<file path="config.mk">
export PLATFORM = sky130hd
export DESIGN_NAME = round_sequencer
export DESIGN_NICKNAME = d
export VERILOG_FILES = /design/src/rtl/round_seq_pkg.sv /design/src/rtl/rise_edge_det.sv /design/src/rtl/round_sequencer.sv
export SDC_FILE = /design/constraint.sdc
export NUM_CORES = 1
export LEC_CHECK = 0
export ABC_AREA = 1
export CAP_MARGIN = 20
export CORE_AREA = 5 5 61 63
export CTS_BUF_LIST = sky130_fd_sc_hd__clkbuf_16
export DETAILED_ROUTE_END_ITERATION = 10
export DIE_AREA = 0 0 66 68
export GPL_ROUTABILITY_DRIVEN = 1
export PLACE_DENSITY = 0.83
export SYNTH_ARGS = -nofsm -noshare
export SYNTH_HDL_FRONTEND = slang
export SYNTH_SLANG_ARGS = --single-unit
</file>
<file path="constraint.sdc">
create_clock -name Clock -period 1.8 [get_ports Clock]
set_clock_uncertainty 0.2 [all_clocks]
set_input_delay 0.36 -clock Clock [delete_from_list [all_inputs] [get_ports Clock]]
set_output_delay 0.36 -clock Clock [all_outputs]
set_load 0.02 [all_outputs]
</file>
<file path="src/rtl/round_seq_pkg.sv">
// Shared state encodings and the round-length clamp for the round sequencer.
package round_seq_pkg;

  typedef enum logic [2:0] {
    S_IDLE   = 3'd0,
    S_LOAD   = 3'd1,
    S_RUN    = 3'd2,
    S_PAUSED = 3'd3,
    S_GAP    = 3'd4,
    S_OVER   = 3'd5
  } state_t;

  // Each round is shorter than the last, but never below the floor.
  function automatic int unsigned next_len(input int unsigned len,
                                           input int unsigned step,
                                           input int unsigned min_len);
    return (len >= min_len + step) ? (len - step) : min_len;
  endfunction

endpackage

</file>
<file path="src/rtl/rise_edge_det.sv">
// Registers a level input and flags the cycle on which it goes from 0 to 1.
module rise_edge_det (
  input  logic Clock,
  input  logic Reset,
  input  logic Din,
  output logic Rise
);

  logic din_q;

  always_ff @(posedge Clock or negedge Reset) begin
    if (!Reset) din_q <= 1'b0;
    else        din_q <= Din;
  end

  assign Rise = Din & ~din_q;

endmodule

</file>
<file path="src/rtl/round_sequencer.sv">
// Game-round controller: loads and gates the countdown timer, tracks rounds,
// score and the inter-round gap, and flags game over.
module round_sequencer
  import round_seq_pkg::*;
#(
  parameter int W          = 8,
  parameter int ROUND_SECS = 30,
  parameter int STEP_SECS  = 5,
  parameter int MIN_SECS   = 10,
  parameter int NUM_ROUNDS = 5,
  parameter int GAP_TICKS  = 3
) (
  input  logic         Clock,
  input  logic         Reset,
  input  logic         Start,
  input  logic         Pause,
  input  logic         Hit,
  input  logic         Tick,
  input  logic         TimerDone,
  output logic         TimerLoad,
  output logic [W-1:0] TimerLoadValue,
  output logic         TimerEnable,
  output logic [3:0]   Round,
  output logic [3:0]   Score,
  output logic [2:0]   State,
  output logic         GameOver
);

  localparam int GW = (GAP_TICKS < 2) ? 1 : $clog2(GAP_TICKS + 1);

  state_t         state_q, state_d;
  logic [3:0]     round_q, round_d;
  logic [3:0]     score_q, score_d;
  logic [W-1:0]   len_q, len_d;
  logic [GW-1:0]  gap_q, gap_d;
  logic [W-1:0]   tlv_q;
  logic           start_edge;

  rise_edge_det u_start_edge (
    .Clock (Clock),
    .Reset (Reset),
    .Din   (Start),
    .Rise  (start_edge)
  );

  always_ff @(posedge Clock or negedge Reset) begin
    if (!Reset) begin
      state_q <= S_IDLE;
      round_q <= 4'd0;
      score_q <= 4'd0;
      len_q   <= W'(ROUND_SECS);
      gap_q   <= '0;
      tlv_q   <= '0;
    end else begin
      state_q <= state_d;
      round_q <= round_d;
      score_q <= score_d;
      len_q   <= len_d;
      gap_q   <= gap_d;
      // Tracks len_d so the load value is registered and equals len after the first edge.
      tlv_q   <= len_d;
    end
  end

  always_comb begin
    state_d = state_q;
    round_d = round_q;
    score_d = score_q;
    len_d   = len_q;
    gap_d   = gap_q;
    unique case (state_q)
      S_IDLE, S_OVER: begin
        if (start_edge) begin
          round_d = 4'd1;
          score_d = 4'd0;
          len_d   = W'(ROUND_SECS);
          state_d = S_LOAD;
        end
      end
      S_LOAD: state_d = S_RUN;
      S_RUN: begin
        // A hit wins over a simultaneous timeout.
        if (Hit) begin
          score_d = (score_q == 4'hF) ? score_q : score_q + 4'd1;
          gap_d   = GW'(GAP_TICKS);
          state_d = S_GAP;
        end else if (TimerDone) begin
          gap_d   = GW'(GAP_TICKS);
          state_d = S_GAP;
        end else if (Pause) begin
          state_d = S_PAUSED;
        end
      end
      S_PAUSED: begin
        if (!Pause) state_d = S_RUN;
      end
      S_GAP: begin
        if (gap_q == '0) begin
          if (round_q == 4'(NUM_ROUNDS)) begin
            state_d = S_OVER;
          end else begin
            round_d = round_q + 4'd1;
            len_d   = W'(next_len(32'(len_q), 32'(STEP_SECS), 32'(MIN_SECS)));
            state_d = S_LOAD;
          end
        end else if (Tick) begin
          gap_d = gap_q - GW'(1);
        end
      end
      default: state_d = S_IDLE;
    endcase
  end

  assign TimerLoad      = (state_q == S_LOAD);
  assign TimerEnable    = (state_q == S_RUN);
  assign GameOver       = (state_q == S_OVER);
  assign TimerLoadValue = tlv_q;
  assign Round          = round_q;
  assign Score          = score_q;
  assign State          = state_q;

endmodule

</file>
==> results.sh <==
export IMPL_status="finished, final reports clean"
export IMPL_viasPerCell=4.96
export IMPL_ir_worst_vdd_mv=1.12
export IMPL_path_delay_family="buffers and inverters"
export IMPL_synth_seq_cells=26
export IMPL_numClockSinks=26
export IMPL_clk_pin_slew_worst_paths_ns=0.06
export IMPL_dp_cells=284
export IMPL_fin_tns_setup_ns=0
export IMPL_root_buffer="clkbuf_16"
export IMPL_synth_cell_types=29
export IMPL_drtIter0Drc=47
export IMPL_routed_wl_um=3200
export IMPL_syn_num_nets=214
export IMPL_p_leak_nw=1.03
export IMPL_holdWs_ns=0.181
export IMPL_globalplace_congestion=0.903
export IMPL_grt_max_degree=21
export IMPL_yosys_area_top_type_share_pct=35.3
export IMPL_cp_num_buf_inv=1
export IMPL_drive_above_1_share_pct=20.2
export IMPL_antenna_found_initial=0
export IMPL_pin_count=29
export IMPL_yosys_area_top_type="dfrtp_1"
export IMPL_die_w_um=66
export IMPL_post_cts_resize_count=23
export IMPL_antenna_cells=0
export IMPL_cts_max_level=1
export IMPL_critPathLaunchType="flip-flop"
export IMPL_die_h_um=68
export IMPL_syn_area_per_cell_um2=7.76
export IMPL_nets=256
export IMPL_r2r_end="gap_q[0]$_DFFE_PN0P_"
export IMPL_num_vias=1428
export IMPL_maxCapViolCount=0
export IMPL_p_per_area_nw_per_um2=1650
export IMPL_setup_violations=0
export IMPL_core_um2=3180
export IMPL_finalCritPeriodShare_pct=96.4
export IMPL_start_util_pct=49.0
export IMPL_clk_latency_ns=0.26
export IMPL_slew_violations=0
export IMPL_portBuffers=28
export IMPL_worst_pin_slew_ns=0.370
export IMPL_area_growth_pct=32.1
export IMPL_cpPeakStageDelay_ns=0.59
export IMPL_netlist_area_um2=1560
export IMPL_fin_crit_ns=1.74
export IMPL_grtUsageTotal_pct=15.9
export IMPL_netlist_top_cells_area="dfrtp_1 (35%), nand2_1 (13%), dfstp_2 (6.7%), inv_1 (5.5%), nand3_1 (5.5%)"
export IMPL_cts_inserted_buffers=3
export IMPL_synth_warnings=0
export IMPL_grt_pass1_wl_um=5540
export IMPL_crit_required_ns=1.24
export IMPL_cts_max_path_buffers=2
export IMPL_cts_tree="done"
export IMPL_hold_viol=0
export IMPL_hpwl_um=2530
export IMPL_rows=21
export IMPL_drc=0
export IMPL_ys_seq_area_share_pct=42.1
export IMPL_crit_chain="clkdlybuf4s50_1"
export IMPL_avgRoutedWirePerCell_um=11.1
export IMPL_netlist_instances=201
export IMPL_die_area_um2=4490
export IMPL_path_max_fanout=1
export IMPL_crit_type="flip-flop to output pin"
export IMPL_rsz0062_at_grt="false"
export IMPL_first_pass_iters=4
export IMPL_cp_end_kind="output pin"
export IMPL_first_global_vias=1297
export IMPL_hp_class="input port to asynchronous set/reset pin"
export IMPL_holdBufCountCts=0
export IMPL_total_power_w=0.00339
export IMPL_r2r_start="State[1]$_DFFE_PN0P_"
export IMPL_fin_cells=288
export IMPL_ant_nets=0
export IMPL_crit_arrival_ns=1.18
export IMPL_rr_worst_depth=9
export IMPL_slowest_stage="clkdlybuf4s50_1"
export IMPL_max_freq_mhz=576
export IMPL_rrSetupSlack_ns=0.13
export IMPL_postCtsSetupBuffers=0
export IMPL_slew_limit_headroom_pct=75.3
export IMPL_gr_total_overflow=0
[cell usage in the layout, fill, tap and decap left out, drive strengths merged]
cell type,count
ha,6
clkbuf,4
dlygate4sd2,15
inv,26
nand4,4
buf,15
or2,3
clkdlybuf4s50,10
nand3,21
xor2,3
nand3b,2
nand2,61
o21bai,1
nor2,20
dfstp,4
a21boi,1
o211ai,1
nor3,1
bufinv,1
o21ai,16
dfrtp,22
a21oi,5
[area by class of cell]
cell class / instances / area, um2
Clock inverter: 1 / 30.0
Timing Repair Buffer: 41 / 357
Multi-Input combinational cell: 145 / 783
Fill cell: 262 / 1120
Inverter: 26 / 100
Tap cell: 46 / 57.6
Clock buffer: 3 / 75.1
Sequential cell: 26 / 657
[cell usage after synthesis (all sizes together)]
master	n
inv	26
xor2	3
a21oi	5
o21bai	1
dfrtp	22
o211ai	1
nor2	20
nand3b	2
a21boi	1
o21ai	16
nand2	61
nand4	4
nor3	1
or2	3
dfstp	4
nand3	21
buf	4
ha	6
[per-layer routing]
layer	GRT usage [%]	share of wire, %	up-vias
met5	0	0	-
met4	5.84	1.5	0
met3	4.27	4.9	8
met2	28.2	50	34
met1	18.6	44	659
li1	-	-	727
[through the flow]
stage	worst slack [ns]	util [%]	instance area (um2)
CTS	0.00429	64.7	2060
detailed placement	-0.104	62.2	1980
global placement	-0.0618	62.2	1980
global route	0.000550	64.8	2060
floorplan	0.0783	-	1560
finish	0.0646	64.8	2060
[power by group]
group	internal (W)	total, W	switching, W
Combinational	0.000702	0.00179	0.00109
Clock	0.000442	0.000636	0.000194
Sequential	0.000805	0.000963	0.000158
[cells by family after synthesis]
group / share of synthesized area (%)
simple gates: 34.7
buf+inv: 8.35
flops: 42.1
compound gates: 8.43
fa+ha+maj: 4.82
xor+xnor: 1.69
[worst max-delay path by stage]
| stage | startpoint | endpoint | cells after the start |
|---|---|---|---|
| after floorplan | Round[1]$_DFFE_PN0P_ | TimerLoadValue[4]$_DFF_PN0_ | 9 |
| after global placement | Start | Round[2]$_DFFE_PN0P_ | 8 |
| after detailed placement | Start | Round[2]$_DFFE_PN0P_ | 8 |
| after CTS | State[2]$_DFFE_PN0P_ | TimerEnable | 4 |
| after global routing | State[2]$_DFFE_PN0P_ | State[2] | 2 |
| final | TimerLoadValue[4]$_DFF_PN0_ | TimerLoadValue[4] | 1 |
(Power assumes the default switching activity.)
